[config.mk]
export PLATFORM = sky130hd
export DESIGN_NAME = mux_scan_ctrl
export DESIGN_NICKNAME = d
export VERILOG_FILES = /design/src/rtl/mux_scan_ctrl.sv
export SDC_FILE = /design/constraint.sdc
export NUM_CORES = 1
export LEC_CHECK = 0
export ABC_AREA = 1
export CORE_ASPECT_RATIO = 0.9
export CORE_UTILIZATION = 50
export CTS_CLUSTER_SIZE = 20
export DETAILED_ROUTE_END_ITERATION = 10
export PLACE_DENSITY = 0.9
export SYNTH_ARGS = -nofsm -noshare
export SYNTH_HDL_FRONTEND = slang
export SYNTH_SLANG_ARGS = --single-unit
[constraint.sdc]
create_clock -name clk -period 3.16 [get_ports clk]
set_input_delay 0.474 -clock clk [delete_from_list [all_inputs] [get_ports clk]]
set_output_delay 0.474 -clock clk [all_outputs]
set_load 0.01 [all_outputs]
[src/rtl/mux_scan_ctrl.sv]
// mux_scan_ctrl: drives the data and select lines of a 4-to-1 mux and reads
// back its output once for each select code. The bits read back come out as
// a serial stream and as a reassembled word. A self-check flag reports when
// that word does not match the word that was latched.
//
// Handshake: a request on start is taken only in an edge where the
// controller is idle (busy=0). It is not queued. ser_valid qualifies
// ser_out for exactly one cycle per sample. done is a one-cycle pulse, and
// q_out/err are valid from that pulse until the next accepted start.
module mux_scan_ctrl #(
   parameter int DWELL   = 1,     // settle cycles per select code, 1..15
   parameter bit REVERSE = 1'b0   // 0: codes 0..3, 1: codes 3..0
) (
   input  logic       clk,
   input  logic       rst_n,
   input  logic       start,
   input  logic [3:0] d_in,
   input  logic       mux_o,
   output logic       s1,
   output logic       s0,
   output logic       d0,
   output logic       d1,
   output logic       d2,
   output logic       d3,
   output logic       busy,
   output logic       done,
   output logic [3:0] q_out,
   output logic       ser_out,
   output logic       ser_valid,
   output logic       err,
   output logic [1:0] o_dbg_state
);

   typedef enum logic [1:0] {
      ST_IDLE   = 2'd0,
      ST_SETTLE = 2'd1,
      ST_SAMPLE = 2'd2,
      ST_DONE   = 2'd3
   } state_t;

   localparam logic [3:0] C_RELOAD = 4'(DWELL - 1);
   localparam logic [1:0] C_FIRST  = REVERSE ? 2'd3 : 2'd0;
   localparam logic [1:0] C_LAST   = REVERSE ? 2'd0 : 2'd3;

   state_t     r_state;
   logic [3:0] r_cnt;
   logic [1:0] r_code;
   logic [3:0] r_data;
   logic [3:0] r_q;
   logic       r_busy;
   logic       r_done;
   logic       r_ser_out;
   logic       r_ser_valid;
   logic       r_err;
   logic [3:0] w_q_next;

   // Word as it will look once the current mux output is written into the slot for the current code
   always_comb begin
      w_q_next         = r_q;
      w_q_next[r_code] = mux_o;
   end

   // Scan sequencer; all outputs are registered here
   always_ff @(posedge clk or negedge rst_n) begin
      if (!rst_n) begin
         r_state     <= ST_IDLE;
         r_cnt       <= 4'd0;
         r_code      <= 2'd0;
         r_data      <= 4'd0;
         r_q         <= 4'd0;
         r_busy      <= 1'b0;
         r_done      <= 1'b0;
         r_ser_out   <= 1'b0;
         r_ser_valid <= 1'b0;
         r_err       <= 1'b0;
      end else begin
         r_done      <= 1'b0;
         r_ser_valid <= 1'b0;
         case (r_state)
            ST_IDLE: begin
               if (start) begin
                  r_data  <= d_in;
                  r_code  <= C_FIRST;
                  r_cnt   <= C_RELOAD;
                  r_q     <= 4'd0;
                  r_err   <= 1'b0;
                  r_busy  <= 1'b1;
                  r_state <= ST_SETTLE;
               end
            end
            ST_SETTLE: begin
               if (r_cnt == 4'd0) begin
                  r_state <= ST_SAMPLE;
               end else begin
                  r_cnt <= r_cnt - 4'd1;
               end
            end
            ST_SAMPLE: begin
               r_q         <= w_q_next;
               r_ser_out   <= mux_o;
               r_ser_valid <= 1'b1;
               if (r_code == C_LAST) begin
                  // The code stops at the last code and never wraps inside a scan
                  r_err   <= (w_q_next != r_data);
                  r_done  <= 1'b1;
                  r_state <= ST_DONE;
               end else begin
                  r_code  <= REVERSE ? (r_code - 2'd1) : (r_code + 2'd1);
                  r_cnt   <= C_RELOAD;
                  r_state <= ST_SETTLE;
               end
            end
            ST_DONE: begin
               // A start seen in this cycle is dropped; it is taken again in the next IDLE cycle
               r_busy  <= 1'b0;
               r_state <= ST_IDLE;
            end
            default: begin
               r_state <= ST_IDLE;
            end
         endcase
      end
   end

   assign s1          = r_code[1];
   assign s0          = r_code[0];
   assign d0          = r_data[0];
   assign d1          = r_data[1];
   assign d2          = r_data[2];
   assign d3          = r_data[3];
   assign busy        = r_busy;
   assign done        = r_done;
   assign q_out       = r_q;
   assign ser_out     = r_ser_out;
   assign ser_valid   = r_ser_valid;
   assign err         = r_err;
   assign o_dbg_state = r_state;

endmodule

# Word-level counts from Yosys, hierarchy flattened

Cells that the tools add are included.

Register bits: 21
Input port bits: 8

Multiplexer cells: 23
Equality and inequality tests: 10
Reductions and logical operators: 13
Add/sub/neg operators: 2
Order comparisons: 2

Operators with widths:

| kind                | count |
|---|---|
| $mux 4              | 3 |
| $pmux 4 s3          | 1 |
| $mux 2              | 5 |
| $ne 2x2->1 const B  | 5 |
| $pmux 2 s4          | 1 |
| $pmux 4 s2          | 1 |
| $reduce_and 2->1    | 4 |
| $mux 1              | 7 |
| $eq 2x2->1 const B  | 3 |
| $reduce_and 3->1    | 2 |
| $bwmux 4            | 1 |
| $logic_not 4->1     | 1 |
| $ne 4x4->1          | 1 |
| $pmux 1 s2          | 2 |
| $pmux 2 s2          | 1 |
| $reduce_and 4->1    | 1 |
| $reduce_bool 2->1   | 2 |
| $sub 4x1->4 const B | 1 |
| $lt 2x3->1 const B  | 1 |
| $reduce_bool 3->1   | 1 |
| $add 2x1->2 const B | 1 |
| $demux 1 s2         | 1 |
| $eq 2x1->1 const B  | 1 |
| $ge 2x1->1 const B  | 1 |
| other kinds (2)     | 2 |

# Depth between registers and ports, before layout

Word-level depth: 8
Mapped depth: 11
Mapped depth without buffers: 11

# Worst setup path after synthesis

OpenSTA, ideal clock, no wires.

Kind: register to register
Start: register r_code[1]
End: register r_err (netlist: err)
Arrival: 1.259 ns
Library setup time: 0.116 ns
Setup slack: 1.784 ns
Clock period less this slack: 1.376 ns
Cell stages (with the launch flop): 10
Cells stage by stage: dfrtp_1 > ha_1 > inv_1 > nand2_1 > nand3_1 > nand2_1 > nor2_1 > nand2_1 > nand2_1 > nand2_1

Word-level cells in the longest chain between the ends: 8
Elaborated cells on any way between the ends: 12

Ends and longest elaborated chain:

| item                                                                  | RTL line | RTL |
|---|---|---|
| start: declaration                                                    | 47       | `logic [1:0] r_code;` |
| start signal: assignment                                              | 108      | `r_code <= REVERSE ? (r_code - 2'd1) : (r_code + 2'd1);` |
| $lt 2x3->1 (not written as such) / $ge 2x1->1 (equally long branches) | 60       | `w_q_next[r_code] = mux_o;` |
| $logic_and 1x1->1 (not written as such)                               | 60       |  |
| $mux 1 (not written as such)                                          | 60       |  |
| $demux 1 s2                                                           | 60       |  |
| $bwmux 4                                                              | 60       |  |
| $ne 4x4->1                                                            | 104      | `r_err <= (w_q_next != r_data);` |
| $mux 1                                                                | 102      | `if (r_code == C_LAST) begin` |
| $pmux 1 s2                                                            | 79       | `case (r_state)` |
| end signal: assignment                                                | 104      |  |
| end: declaration                                                      | 54       | `logic r_err;` |

Parallel ways exist; a longest one is shown, timed or not. The select of a mux whose other input is x is not followed.
A chain may end at the register's enable or synchronous reset.

# Worst setup path in the final report

Start: register r_state[1] (netlist: o_dbg_state[1])
End: output port o_dbg_state[1]

RTL lines:

| item                     | RTL line | RTL |
|---|---|---|
| start: declaration       | 45       | `state_t r_state;` |
| start signal: assignment | 66       | `r_state <= ST_IDLE;` |
| start signal: assignment | 88       | `r_state <= ST_SETTLE;` |
| start signal: assignment | 93       | `r_state <= ST_SAMPLE;` |
| end: declaration         | 31       | `output logic [1:0] o_dbg_state` |

No word-level cell between the ends.

==> results.yml <==
worst_setup_path:
  reg2reg_from: "r_code[1]"
  cp-start-kind: "register"
  reg2reg_depth: 9
  critical_path_buf_inv_count: 1
  worstPathMaxFanout: 4
  cp_slowest_stage_delay_ns: 0.58
  arrival_ns: 1.32
  r2r_slack_ns: 1.67
  crit_family: "buffers and inverters"
  critical-path-slowest-cell: "clkdlybuf4s50_1"
  worstPathRequired_ns: 2.69
  path_cells: "clkdlybuf4s50_1"
  r2r-end: "err"
  crit_path_end_kind: "primary output"
  setup.worst_path.class: "reg -> out"
worst_hold_path:
  hold_depth: 2
  min_path_type: "reg -> reg"
  hold_start: "ser_out"
  whs_endpoint: "ser_out"
detailed_routing:
  route.detailed.drc: 0
  firstDrtPassIters: 5
  wl_um: 2260
  vias: 921
  avgRoutedWirePerCell_um: 12.4
  first_iter_violations: 23
  vias_per_cell: 5.06
  postRouteAntennaNets: 0
synth:
  ys_seq_area_frac: 0.477
  synth_top_family_by_area: "simple AND/OR/NAND/NOR gates"
  synth.area.top_cells: "dfrtp_1 48%, nand2_1 11%, ha_1 6.8%, inv_1 6.8%, nand3_1 5.0%"
  synth_area_um2: 1100
  synth_fa_ha_area_frac: 0.0681
  ys_warn_count: 0
  synth-seq-cells: 21
  synth_compound_area_frac: 0.0965
  synthCells: 130
  synth.distinct_cells: 24
  synth_nets: 144
  avgSynthCellArea_um2: 8.48
  synth_xor_area_frac: 0.0159
  synth_mux_area_frac: 0
  synth.top_cell.area_share: 0.477
  synthSimpleGateAreaFrac: 0.249
  yosys.area.top_type: "dfrtp_1"
finish:
  final_common_cell: "nand2_1"
  layout_common_cells: "32 x nand2_1, 24 x clkdlybuf4s50_1, 21 x dfrtp_1"
  antenna_cells: 0
  drive_above_1_share: 0.108
  areaGrowthSynthToFinish_pct: 26.6
  finalNetCount: 172
  fin_area_um2: 1400
global_routing:
  overflow: 0
  grt_pass1_vias: 886
  antenna_found_initial: 0
  grt_max_degree: 22
  grt_usage: 0.215
  grt_pass1_wl_um: 3640
timing:
  fin_worst_skew_ns: 0.00178
  finalMaxSlewViolations: 0
  period_needed_ns: 1.80
  setup_viol: 0
  fmax_ghz: 0.557
  rsz0062_at_grt: "false"
  setup_tns_ns: 0
  relSlewSlack: 0.362
  hold_violations: 0
  finalCritPeriodShare: 0.568
  tightestPinTransition_ns: 0.954
power_and_ir_drop:
  irDropWorstVdd_mv: 0.702
  report.power.total_mw: 1.30
  leakage_nw: 0.719
  powerDensity_nw_per_um2: 932
place:
  io_buffers: 24
  dpl.hpwl_um: 1760
  postPlaceCellArea_um2: 1370
  gp_congestion: 0.852
cts:
  cts_hold_buf: 0
  cts.sinks: 21
  post_cts_buffers: 0
  clk_path_buf_depth: 2
  cts-root-buf: "clkbuf_4"
  clock_latency_ns: 0.30
  cts_buffers: 3
  post_cts_resized: 0
  htree_levels: 1
  cts_tree: "yes"
  path_clk_slew_ns: 0.11
run:
  cap_violations: 0
floorplan:
  start_util: 0.554
  io-pin-count: 25
  die_w_um: 51.5
  die_h_um: 46.5
  core_um2: 1990
  rows: 15
  die_area_um2: 2400
outcome:
  outcome: "finished clean"
## sequential cells by signal, indices dropped and copies added (netlist names)
signal / count
r_code: 2
err: 1
busy: 1
r_data: 4
done: 1
ser_valid: 1
o_dbg_state: 2
q_out: 4
ser_out: 1
r_cnt: 4
## final cells by class
class	instances	area, µm²
fill	165	594
sequential	21	526
multi-input combinational	83	473
timing repair buffer	24	240
inverter	25	98.8
tap	25	31.3
clock buffer	4	26.3
## report_power, final
part	switching [mW]	total, mW	internal [mW]
clock network	0.0794	0.129	0.0492
logic	0.417	0.729	0.312
registers	0.0759	0.443	0.367
total	0.572	1.30	0.729
## cells in the mapped netlist
library cell and instances:
a21oi_1 6, a21oi_2 1, a22o_1 1, buf_2 1, dfrtp_1 21, ha_1 6, inv_1 20, inv_2 3
inv_4 2, nand2_1 32, nand2_2 1, nand2_4 1, nand3_1 11, nand3_2 1, nor2_1 9, nor2_2 1
nor2_4 1, nor2_8 1, o21ai_0 4, o21ai_1 1, o21ai_2 1, o22ai_1 2, o22ai_2 1, xor2_1 2
## cell families after synthesis
| family | after synthesis |
|---|---|
| AOI/OAI and AO/OA | 17 |
| xor gates and xnor gates | 2 |
| adders and majority gates | 6 |
| buffers and inverters | 26 |
| DFF | 21 |
| and+or+nand+nor | 58 |
## how the worst max path moves through the flow
stage	startpoint	to	slack (ns)	cells after the start
after floorplan	r_code[1]	err	1.78	9
after global placement	start	r_code[0]	1.43	4
after detailed placement	start	r_code[0]	1.36	4
after CTS	o_dbg_state[1]	o_dbg_state[1]	1.35	1
after global routing	o_dbg_state[1]	o_dbg_state[1]	1.32	1
final	o_dbg_state[1]	o_dbg_state[1]	1.36	1
## per-layer routing
| layer | routed length, µm | vias to the layer above | GRT usage | part of all wire |
|---|---|---|---|---|
| li1 | - | 462 | - | - |
| met1 | 933 | 420 | 0.237 | 0.41 |
| met3 | 112 | 7 | 0.0396 | 0.049 |
| met2 | 1170 | 32 | 0.397 | 0.52 |
| met4 | 47 | 0 | 0.114 | 0.021 |
| met5 | 0 | - | 0 | 0 |
## metrics by stage
step / setup WS (ns) / hold WS (ns) / utilization / cells
after floorplan: 1.78 / 0.178 / - / 130
after global placement: 1.43 / 0.468 / 0.688 / 178
after detailed placement: 1.36 / 0.492 / 0.688 / 178
after CTS: 1.35 / 0.523 / 0.701 / 182
after global routing: 1.32 / 0.576 / 0.701 / 182
final: 1.36 / 0.520 / 0.701 / 182
Power figures use the tool's default switching activity.
